$ cat config.mk
export PLATFORM = sky130hd
export DESIGN_NAME = wb_debug_master
export DESIGN_NICKNAME = d
export VERILOG_FILES = /design/src/rtl/wb_debug_master.sv
export SDC_FILE = /design/constraint.sdc
export NUM_CORES = 1
export LEC_CHECK = 0
export ABC_AREA = 1
export CORE_MARGIN = 2
export CORE_UTILIZATION = 47
export CTS_BUF_LIST = sky130_fd_sc_hd__clkbuf_2 sky130_fd_sc_hd__clkbuf_4 sky130_fd_sc_hd__clkbuf_8
export DETAILED_ROUTE_END_ITERATION = 8
export GPL_TIMING_DRIVEN = 0
export PLACE_DENSITY = 0.78
export SLEW_MARGIN = 15
export SYNTH_ARGS = -nofsm -noshare
export SYNTH_HDL_FRONTEND = slang
export SYNTH_SLANG_ARGS = --single-unit
$ cat constraint.sdc
create_clock -name clk_i -period 1.4 [get_ports clk_i]
set_input_delay 0.28 -clock clk_i [delete_from_list [all_inputs] [get_ports clk_i]]
set_output_delay 0.28 -clock clk_i [all_outputs]
set_load 0.02 [all_outputs]
$ cat src/rtl/wb_debug_master.sv
// ============================================================================
// Module  : wb_debug_master
// Purpose : UART byte-stream command bridge acting as a Wishbone classic initiator.
// Revision: 1.0 - initial release
// ============================================================================
`default_nettype none

module wb_debug_master #(
  parameter int         TIMEOUT_CYCLES = 1024,
  parameter logic [7:0] CMD_READ       = 8'h01,
  parameter logic [7:0] CMD_WRITE      = 8'h02
) (
  input  logic        clk_i,
  input  logic        rst_ni,
  input  logic [7:0]  rx_data_i,
  input  logic        rx_valid_i,
  output logic        rx_ready_o,
  output logic [7:0]  tx_data_o,
  output logic        tx_valid_o,
  input  logic        tx_ready_i,
  output logic        cyc_o,
  output logic        stb_o,
  output logic [31:0] adr_o,
  output logic [3:0]  sel_o,
  output logic [31:0] dat_o,
  output logic        we_o,
  input  logic [31:0] dat_i,
  input  logic        ack_i,
  input  logic        err_i,
  input  logic        rty_i,
  output logic        busy_o
);

  localparam int CNT_W = (TIMEOUT_CYCLES > 1) ? $clog2(TIMEOUT_CYCLES) : 1;
  localparam logic [CNT_W-1:0] c_tmo_last =
    CNT_W'((TIMEOUT_CYCLES > 0) ? TIMEOUT_CYCLES - 1 : 0);

  localparam logic [7:0] c_st_ack = 8'h00;
  localparam logic [7:0] c_st_err = 8'h01;
  localparam logic [7:0] c_st_rty = 8'h02;
  localparam logic [7:0] c_st_tmo = 8'h03;

  typedef enum logic [2:0] {
    ST_IDLE        = 3'd0,
    ST_ADDR        = 3'd1,
    ST_WDATA       = 3'd2,
    ST_BUS         = 3'd3,
    ST_RESP_STATUS = 3'd4,
    ST_RESP_DATA   = 3'd5
  } state_t;

  state_t           r_state;
  logic             r_we;
  logic [31:0]      r_adr;
  logic [31:0]      r_wdat;
  logic [31:0]      r_rdat;
  logic [1:0]       r_byte_cnt;
  logic [CNT_W-1:0] r_tmo;
  logic             r_cyc;
  logic             r_busy;
  logic             r_rx_ready;
  logic             r_tx_valid;
  logic [7:0]       r_tx_data;

  logic w_rx_fire;
  logic w_tx_fire;
  logic w_tmo_hit;

  assign w_rx_fire = r_rx_ready & rx_valid_i;
  assign w_tx_fire = r_tx_valid & tx_ready_i;
  assign w_tmo_hit = (TIMEOUT_CYCLES > 0) && (r_tmo == c_tmo_last);

  assign rx_ready_o = r_rx_ready;
  assign tx_valid_o = r_tx_valid;
  assign tx_data_o  = r_tx_data;
  assign cyc_o      = r_cyc;
  assign stb_o      = r_cyc;
  assign sel_o      = r_cyc ? 4'hF : 4'h0;
  assign we_o       = r_cyc & r_we;
  assign adr_o      = r_adr;
  assign dat_o      = r_wdat;
  assign busy_o     = r_busy;

  // Handshake flags are registered alongside the state so every output is a flop.
  always_ff @(posedge clk_i or negedge rst_ni) begin
    if (!rst_ni) begin
      r_state    <= ST_IDLE;
      r_we       <= 1'b0;
      r_adr      <= 32'h0;
      r_wdat     <= 32'h0;
      r_rdat     <= 32'h0;
      r_byte_cnt <= 2'd0;
      r_tmo      <= '0;
      r_cyc      <= 1'b0;
      r_busy     <= 1'b0;
      r_rx_ready <= 1'b0;
      r_tx_valid <= 1'b0;
      r_tx_data  <= 8'h00;
    end else begin
      case (r_state)
        ST_IDLE: begin
          r_rx_ready <= 1'b1;
          r_busy     <= 1'b0;
          if (w_rx_fire) begin
            if (rx_data_i == CMD_READ || rx_data_i == CMD_WRITE) begin
              r_we       <= (rx_data_i == CMD_WRITE);
              r_byte_cnt <= 2'd0;
              r_busy     <= 1'b1;
              r_state    <= ST_ADDR;
            end
          end
        end

        ST_ADDR: begin
          if (w_rx_fire) begin
            r_adr      <= {rx_data_i, r_adr[31:8]};
            r_byte_cnt <= r_byte_cnt + 2'd1;
            if (r_byte_cnt == 2'd3) begin
              if (r_we) begin
                r_state <= ST_WDATA;
              end else begin
                r_rx_ready <= 1'b0;
                r_cyc      <= 1'b1;
                r_tmo      <= '0;
                r_state    <= ST_BUS;
              end
            end
          end
        end

        ST_WDATA: begin
          if (w_rx_fire) begin
            r_wdat     <= {rx_data_i, r_wdat[31:8]};
            r_byte_cnt <= r_byte_cnt + 2'd1;
            if (r_byte_cnt == 2'd3) begin
              r_rx_ready <= 1'b0;
              r_cyc      <= 1'b1;
              r_tmo      <= '0;
              r_state    <= ST_BUS;
            end
          end
        end

        ST_BUS: begin
          // Any termination outranks a timeout landing in the same cycle.
          if (err_i || ack_i || rty_i || w_tmo_hit) begin
            r_cyc      <= 1'b0;
            r_tx_valid <= 1'b1;
            r_state    <= ST_RESP_STATUS;
            if (err_i) begin
              r_tx_data <= c_st_err;
            end else if (ack_i) begin
              r_tx_data <= c_st_ack;
              if (!r_we) begin
                r_rdat <= dat_i;
              end
            end else if (rty_i) begin
              r_tx_data <= c_st_rty;
            end else begin
              r_tx_data <= c_st_tmo;
            end
          end else begin
            r_tmo <= r_tmo + 1'b1;
          end
        end

        ST_RESP_STATUS: begin
          if (w_tx_fire) begin
            if (!r_we && r_tx_data == c_st_ack) begin
              r_tx_data  <= r_rdat[7:0];
              r_rdat     <= {8'h00, r_rdat[31:8]};
              r_byte_cnt <= 2'd0;
              r_state    <= ST_RESP_DATA;
            end else begin
              r_tx_valid <= 1'b0;
              r_rx_ready <= 1'b1;
              r_busy     <= 1'b0;
              r_state    <= ST_IDLE;
            end
          end
        end

        ST_RESP_DATA: begin
          if (w_tx_fire) begin
            r_byte_cnt <= r_byte_cnt + 2'd1;
            if (r_byte_cnt == 2'd3) begin
              r_tx_valid <= 1'b0;
              r_rx_ready <= 1'b1;
              r_busy     <= 1'b0;
              r_state    <= ST_IDLE;
            end else begin
              r_tx_data <= r_rdat[7:0];
              r_rdat    <= {8'h00, r_rdat[31:8]};
            end
          end
        end

        default: begin
          r_cyc      <= 1'b0;
          r_tx_valid <= 1'b0;
          r_rx_ready <= 1'b0;
          r_busy     <= 1'b0;
          r_state    <= ST_IDLE;
        end
      endcase
    end
  end

endmodule

`default_nettype wire

# --- Word level (Yosys, flattened, before mapping) ---
# Index checks and enable logic that the tools add are counted.
totals:
  register_bits: 124
  input_bits: 47
  output_inout_bits: 82
  wordCells: 146
classes:
  n_addsub: 2
  eq_ne: 28
  mux: 70
  bitwise: 7
  n_reduce_logical: 27
op_table:
  columns: ["cell", "count"]
  rows:
  - ["$mux 32", 8]
  - ["$pmux 32 s3", 1]
  - ["$mux 10", 6]
  - ["$mux 8", 5]
  - ["$ne 2x2->1 const B", 18]
  - ["$mux 3", 11]
  - ["$pmux 10 s3", 1]
  - ["$pmux 8 s3", 1]
  - ["$mux 1", 22]
  - ["$reduce_and 7->1", 3]
  - ["$reduce_and 10->1", 2]
  - ["$pmux 3 s6", 1]
  - ["$mux 2", 8]
  - ["$pmux 1 s4", 3]
  - ["$reduce_and 6->1", 2]
  - ["$add 10x1->10 const B", 1]
  - ["$eq 10x10->1 const B", 1]
  - ["$reduce_and 9->1", 1]
  - ["$reduce_or 3->1", 3]
  - ["$eq 8x1->1 const B", 1]
  - ["$eq 8x2->1 const B", 1]
  - ["$logic_not 8->1", 1]
  - ["$pmux 2 s4", 1]
  - ["$eq 3x2->1 const B", 2]
  - ["19 further kinds", 30]

# --- Depth between registers and ports, before layout ---
# Gate-level depths: netlist (run 1).
logic_depth:
  depth_word: 5
  ltp_mapped: 11
  ltp_nobuf: 9

# --- Worst setup path before layout (run 1) ---
# Ideal clock, no wire load.
synth_timing:
  path_type: "flip-flop to flip-flop"
  startpoint: "register r_tmo[0]"
  endpoint: "register r_tx_data[0] (netlist: tx_data_o[0])"
  setup_time_ps: 118
  arrival_ps: 1386
  t_required_ps: 1282
  slack_ps: -104
  stages_incl_launch_ff: 10
  n_path_buf: 1
  synth_period_minus_slack_ps: 1504
  cell_sequence: "dfrtp_1 ha_1 nand2_1 nor2_1 nand3b_1 nand3_2 buf_2 nand4_2 nand2_1 nand2_1"
synth_via:
  elab_chain_cells: 4
synth_lines:
  columns: ["item", "line", "rtl"]
  rows:
  - ["from (decl)", "58", "logic [CNT_W-1:0] r_tmo;"]
  - ["from (signal assigned)", "163", "r_tmo <= r_tmo + 1'b1;"]
  - ["$eq 10x10->1", "71", "assign w_tmo_hit = (TIMEOUT_CYCLES > 0) && (r_tmo == c_tmo_last);"]
  - ["$logic_or 1x1->1", "146", "if (err_i || ack_i || rty_i || w_tmo_hit) begin"]
  - ["$ne 2x2->1 (no source line)", null, null]
  - ["$reduce_and 6->1 (no source line)", null, null]
  - ["to (signal assigned)", "151", "r_tx_data <= c_st_err;"]
  - ["to (signal assigned)", "153", "r_tx_data <= c_st_ack;"]
  - ["to (signal assigned)", "158", "r_tx_data <= c_st_rty;"]
  - ["to (decl)", "63", "logic [7:0] r_tx_data;"]
# No other way between the ends.
# A chain may end at the register's enable or synchronous reset.

# --- Worst setup path after layout (run 1) ---
layout_timing:
  startpoint: "register r_state[0]"
  endpoint: "register r_tmo[8]"
layout_via:
  elab_chain_cells: 3
  word_cells_on_any_way: 12
layout_lines:
  columns: ["item", "line", "rtl"]
  rows:
  - ["from (decl)", "52", "state_t r_state;"]
  - ["from (signal assigned)", "87", "r_state <= ST_IDLE;"]
  - ["from (signal assigned)", "109", "r_state <= ST_ADDR;"]
  - ["from (signal assigned)", "120", "r_state <= ST_WDATA;"]
  - ["$eq 3x2->1 or $eq 3x1->1 (tied branches)", "100", "case (r_state)"]
  - ["$ne 2x2->1 (no source line) or $reduce_bool 3->1 (tied branches)", null, null]
  - ["$reduce_and 7->1 (no source line)", null, null]
# Several ways; a longest one is shown, not always the timed one.

==> flow_summary.json, run 1 <==
{
  "status": "finished, violations left",
  "violations": "setup timing",
  "clock_sinks": 124,
  "num_antenna_cells": 0,
  "slowest_stage": "dfrtp_1",
  "worst_setup_path_end_kind": "register",
  "final_cell_mix": "nand2_1, dfrtp_1, nand2_2",
  "areaGrowthSynthToFinish_pct": 54.74,
  "first_pass_iters": 5,
  "final.min_clock_period_ns": 1.712,
  "drive_above_1_share": 0.4428,
  "power_density_mw_per_mm2": 2160,
  "vdd_drop_max_mv": 1.365,
  "core_area_mm2": 0.01211,
  "antenna_found_initial": 0,
  "rows": 40,
  "cts_tree": "yes",
  "wl_met2_um": 9801,
  "wl_met1_um": 7520,
  "p_leak_nw": 4.637,
  "via_per_inst": 5.282,
  "yosysSeqAreaShare": 0.5268,
  "wl_per_cell_um": 17.35,
  "nNetsFinal": 972,
  "yosys.area.top_type": "dfrtp_1",
  "critPathLaunchType": "register",
  "wl_met3_um": 1338,
  "r2r_start": "r_state[0]",
  "synth_cell_types": 30,
  "dp_hpwl_um": 10640,
  "dieHeight_um": 116.0,
  "report.final.hold_viol_count": 0,
  "grt_util_all_layers": 0.2645,
  "overflow": 0,
  "clk_pin_slew_worst_paths_ns": 0.09,
  "initial_core_util": 0.4864,
  "num_vias": 5826,
  "drt-initial-drc-count": 609,
  "ys_ff_latch": 124,
  "path_cells": "buf_6 > buf_6 > nor2_4 > inv_2 > nand3_4 > nand2_4 > nor2_4 > nand2_4 > buf_8 > nand2_2 > o21ai_2",
  "synth_top_area_frac": 0.5268,
  "hold_path.class": "in -> async",
  "fin_skew_ns": 0.01508,
  "cts-root-buf": "clkbuf_8",
  "syn_area_mm2": 0.005891,
  "syn_avg_cell_area_um2": 8.170,
  "crit_required_ns": 1.73,
  "synthTopCellsByArea": "dfrtp_1, nand2_1, nand4_1",
  "fin_crit_sh": 1.223,
  "clock_path_buffers": 2,
  "drt.antenna.violating_nets": 0,
  "cp_max_fo": 7,
  "cts_buffers": 17,
  "final_util": 0.7526,
  "io_buffers": 128,
  "syn_inst": 721,
  "max_freq_mhz": 584.1,
  "globalplace.congestion": 0.8785,
  "grt_pass1_wl_um": 27460,
  "crit_start": "r_state[0]",
  "power_w": 0.01969,
  "maxCapViolations": 0,
  "pre_cts_ws_ns": -0.5805,
  "grt_max_degree": 78,
  "drc": 0,
  "ys.flop_type": "dfrtp_1",
  "async_flop_share": 1.000,
  "first_global_vias": 5511,
  "dieWidth_um": 116.0,
  "fin_ws_ns": -0.3119,
  "worstPathArrival_ns": 2.05,
  "layout_commonest_cell": "nand2_1",
  "relSlewSlack": 0.6515,
  "slew_violations": 0,
  "wirelength_um": 19130,
  "top_layer": "met4",
  "h-tree-depth": 4,
  "ioPinCount": 129,
  "dieArea_mm2": 0.01344,
  "synth_edf_count": 0,
  "tightest_slew_ns": 0.5188,
  "clkLatencyLatePin_ns": 0.45,
  "slowest_delay_ns": 0.39,
  "syn_nets": 770,
  "criticalPathCategory": "reg -> reg",
  "setup_viol": 131,
  "rsz0062_at_grt": "yes",
  "yosysWarnings": 0
}
-- through the flow --
stage               TNS, ns  cells  instance area [um2]  hold slack (ns)
CTS                  -13.16   1087                 8562           0.3394
global placement    -640.03   1017                 7448           0.4621
floorplan            -1.314    721                 5957         -0.01559
finish               -23.10   1103                 9115           0.3404
detailed placement   -53.92   1018                 7477           0.2441
global route         -29.45   1103                 9115           0.3725
-- routing by layer --
| layer | global-route usage | vias to the layer above |
|---|---|---|
| li1 | - | 2712 |
| met1 | 0.3348 | 2792 |
| met2 | 0.4499 | 280 |
| met3 | 0.05439 | 42 |
| met4 | 0.09921 | 0 |
| met5 | 0 | - |
-- sequential cells by signal, summed over array words and instances (netlist names) --
register / flops
adr_o: 32
busy_o: 1
cyc_o: 1
dat_o: 32
r_byte_cnt: 2
r_rdat: 32
r_state: 3
r_tmo: 10
r_we: 1
rx_ready_o: 1
tx_data_o: 8
tx_valid_o: 1
-- repair_timing --
item,4_1_cts,5_1_grt
setup buffers,31,10
endpoints found under the setup margin,204,160
cloned,6,7
resized for setup,439,223
pin swaps,24,53
hold buffers,1,0
hold endpoints to repair,47,0
-- Yosys cell counts (all sizes together), types with 3 or more instances --
cell type,number
nand2,265
dfrtp,124
inv,67
nor2,55
o21ai,54
nand4,42
buf,35
nand3,21
a21oi,18
mux2,16
clkbuf,8
nand3b,5
or2,3
-- path summary, 6_finish.rpt --
path                         endpoint  slack, ns  cells past startpoint
setup / recovery             r_tmo[8]      -0.31                     11
hold / removal              adr_o[10]       0.34                      2
setup reg to reg             r_tmo[8]      -0.31                     11
hold reg to reg             r_rdat[2]       0.49                      2
max in group asynchronous  r_state[2]       0.28                      3
min in group clk_i         r_rdat[25]       0.47                      5
-- area by class of cell --
class                      count  area (um2)
buffer                        43       476.7
clock buffer                  19       249.0
clock inverter                12       146.4
fill                         803        2997
inverter                      67       266.5
multi-input combinational    487        2972
sequential                   124        3113
tap                          168       210.2
timing repair buffer         183        1682
-- cell families (layout without fill, tap and decap cells) --
logic type      after synthesis  after routing  synth area share
simple gates                393            393            0.2821
flops                       124            124            0.5268
buf+inv                     110            324           0.08517
compound gates               74             74           0.06818
mux                          16             16           0.03059
fa+ha+maj                     2              2          0.004247
xor+xnor                      2              2          0.002974
-- where the power goes --
group	internal, W	leakage [nW]	switching [W]	total (W)
clock network	0.00177	0.198	0.00148	0.00325
registers	0.00503	1.55	0.00121	0.00625
logic	0.00436	2.89	0.00583	0.0102
-- critical path, delay by kind of cell (launching register included) --
kind	cells	cell delay, ns
buffers and inverters	4	0.51
and+or+nand+nor	6	0.64
DFF	1	0.39
AOI/OAI and AO/OA	1	0.05
No activity file was read; power rests on OpenSTA's default activity.
==> run 2, diff against run 1 <==
--- a/config.mk
+++ b/config.mk
@@ -7,12 +7,13 @@
 export LEC_CHECK = 0
 export ABC_AREA = 1
 export CORE_MARGIN = 2
-export CORE_UTILIZATION = 47
+export CORE_UTILIZATION = 50
 export CTS_BUF_LIST = sky130_fd_sc_hd__clkbuf_2 sky130_fd_sc_hd__clkbuf_4 sky130_fd_sc_hd__clkbuf_8
 export DETAILED_ROUTE_END_ITERATION = 8
 export GPL_TIMING_DRIVEN = 0
-export PLACE_DENSITY = 0.78
+export PLACE_DENSITY = 0.79
 export SLEW_MARGIN = 15
 export SYNTH_ARGS = -nofsm -noshare
 export SYNTH_HDL_FRONTEND = slang
 export SYNTH_SLANG_ARGS = --single-unit
+export TNS_END_PERCENT = 1
==> constraint.sdc (replaced) <==
create_clock -name clk_i -period 1.65 [get_ports clk_i]
set_input_delay 0.33 -clock clk_i [delete_from_list [all_inputs] [get_ports clk_i]]
set_output_delay 0.33 -clock clk_i [all_outputs]
set_load 0.02 [all_outputs]
==> flow_summary.json, run 2 (synthesis results as in run 1) <==
{
  "p_leak_nw": 4.233,
  "tightest_slew_ns": 0.6497,
  "power_density_mw_per_mm2": 1793,
  "num_antenna_cells": 0,
  "overflow": 0,
  "fin_crit_sh": 0.9875,
  "clock_path_buffers": 2,
  "fin_ws_ns": 0.02064,
  "cts-root-buf": "clkbuf_8",
  "wl_per_cell_um": 15.40,
  "path_buf_inv": 4,
  "first_global_vias": 5456,
  "maxCapViolations": 0,
  "io_buffers": 128,
  "ioPinCount": 129,
  "final.min_clock_period_ns": 1.629,
  "core_area_mm2": 0.01147,
  "p_comb_frac": 0.442,
  "clkLatencyLatePin_ns": 0.45,
  "rows": 39,
  "power_switching_w": 0.005954,
  "grt_pass1_wl_um": 26250,
  "first_pass_iters": 6,
  "h-tree-depth": 4,
  "fin_cells": 1028,
  "path_cells": "nand2_4 > inv_2 > buf_6 > a21oi_2 > inv_2 > nand4_4 > buf_6 > nand2_1 > nand2_1",
  "dieHeight_um": 112.5,
  "drive_above_1_share": 0.1537,
  "num_vias": 5554,
  "critPathLaunchType": "register",
  "slowest_delay_ns": 0.49,
  "worstPathArrival_ns": 2.02,
  "pre_cts_ws_ns": -0.3474,
  "max_freq_mhz": 613.7,
  "areaGrowthSynthToFinish_pct": 34.22,
  "report.final.hold_viol_count": 0,
  "post-place-cells": 993,
  "fin_area_mm2": 0.007906,
  "fin_skew_ns": 0.01271,
  "slowest_stage": "dfrtp_2",
  "clock_sinks": 124,
  "power_w": 0.01418,
  "drc": 0,
  "power_frac_seq": 0.359,
  "criticalPathCategory": "reg -> reg",
  "tns_ns": 0,
  "cp_max_fo": 10,
  "fillers": 937,
  "grt_util_all_layers": 0.2595,
  "drt-initial-drc-count": 562,
  "dieArea_mm2": 0.01267,
  "critPathTopFamily": "flip-flops",
  "initial_core_util": 0.5137,
  "slew_violations": 0,
  "dp_hpwl_um": 11370,
  "p_clk_frac": 0.199,
  "layout_commonest_cell": "nand2_1",
  "worst_setup_path_end_kind": "register",
  "cts_buffers": 17,
  "multi_input_area_mm2": 0.002395,
  "switching_share": 0.4200,
  "hold_path.class": "in -> async",
  "nNetsFinal": 921,
  "power.internal_w": 0.008222,
  "wirelength_um": 15830,
  "grt_max_degree": 72,
  "register_area_mm2": 0.003107,
  "relSlewSlack": 0.5669,
  "setup_viol": 0,
  "vdd_drop_max_mv": 1.218,
  "cts_tree": "yes",
  "final_cell_mix": "nand2_1, dfrtp_1, dlygate4sd2_1",
  "drt.antenna.violating_nets": 0,
  "via_per_inst": 5.403,
  "rsz0062_at_grt": "yes",
  "clk_pin_slew_worst_paths_ns": 0.08,
  "globalplace.congestion": 0.8826,
  "antenna_found_initial": 0,
  "dpl_cell_area_mm2": 0.007380,
  "dieWidth_um": 112.5,
  "crit_required_ns": 2.04,
  "status": "finished, final reports clean"
}
run 2: cell count changes in the layout (fill, tap and decap cells not counted), moves of 14 or more:
cell             change
nand2_4             -17
buf_6               -32
dlygate4sd2_1       +76
nand2_1             +91
nand2_2             -74
nor2_1              +14
clkdlybuf4s15_2     -15
a21oi_1             +15
buf_2               -47
o21ai_0             +31
o21ai_2             -18
run 2: area by class of cell:
| cell class | count | area share |
|---|---|---|
| Buffer | 43 | 0.04162 |
| Clock buffer | 19 | 0.03228 |
| Clock inverter | 13 | 0.02089 |
| Inverter | 67 | 0.03213 |
| Multi-Input combinational cell | 487 | 0.3029 |
| Sequential cell | 124 | 0.3929 |
| Tap cell | 143 | 0.02263 |
| Timing Repair Buffer | 132 | 0.1546 |
run 2: layer usage:
layer,track usage,part of all wire,up-vias
met5,0,0,-
met4,0.09675,0.021,0
met3,0.06371,0.075,34
met2,0.4236,0.49,256
met1,0.3375,0.41,2659
li1,-,-,2605
run 2: path summary, 6_finish.rpt:
check                           start    endpoint  slack, ns  depth (start not counted)
min reg2reg                r_rdat[14]  r_rdat[14]       0.49                          2
max reg2reg                r_state[2]   r_rdat[2]       0.02                          9
min                            rst_ni    dat_o[1]       0.46                          2
max in group asynchronous      rst_ni       cyc_o       0.48                          3
min in group clk_i         r_rdat[14]  r_rdat[14]       0.49                          2
max                        r_state[2]   r_rdat[2]       0.02                          9
run 2: metrics by stage:
step	hold slack, ns	util
final	0.4605	0.6895
after global routing	0.4929	0.6895
after floorplan	0.03441	-
after global placement	0.4640	0.6410
after CTS	0.4674	0.6802
after detailed placement	0.3809	0.6435
run 2: power groups by stage:
stage | Clock (W) | Combinational, W | Sequential, W
2_1_floorplan | 0 | 0.00287 | 0.00590
3_3_place_gp | 0 | 0.00623 | 0.00507
3_5_place_dp | 0 | 0.00646 | 0.00514
4_1_cts | 0.00286 | 0.00604 | 0.00507
5_1_grt | 0.00301 | 0.00687 | 0.00524
6_report | 0.00282 | 0.00627 | 0.00509
run 2: timing repair:
action,4_1_cts,5_1_grt
resized for setup,124,47
hold buffers,1,0
pin swaps,1,1
buffers inserted,0,2
endpoints found under the setup margin,170,112
hold endpoints to repair,70,0
==> run 3, diff against run 2 <==
--- a/config.mk
+++ b/config.mk
@@ -6,11 +6,13 @@
 export NUM_CORES = 1
 export LEC_CHECK = 0
 export ABC_AREA = 1
+export CAP_MARGIN = 30
 export CORE_MARGIN = 2
 export CORE_UTILIZATION = 50
 export CTS_BUF_LIST = sky130_fd_sc_hd__clkbuf_2 sky130_fd_sc_hd__clkbuf_4 sky130_fd_sc_hd__clkbuf_8
 export DETAILED_ROUTE_END_ITERATION = 8
 export GPL_TIMING_DRIVEN = 0
+export HOLD_SLACK_MARGIN = 0.03
 export PLACE_DENSITY = 0.79
 export SLEW_MARGIN = 15
 export SYNTH_ARGS = -nofsm -noshare
==> results of run 3 <==
The final DEF is identical to that of run 2; final timing and power are the same.
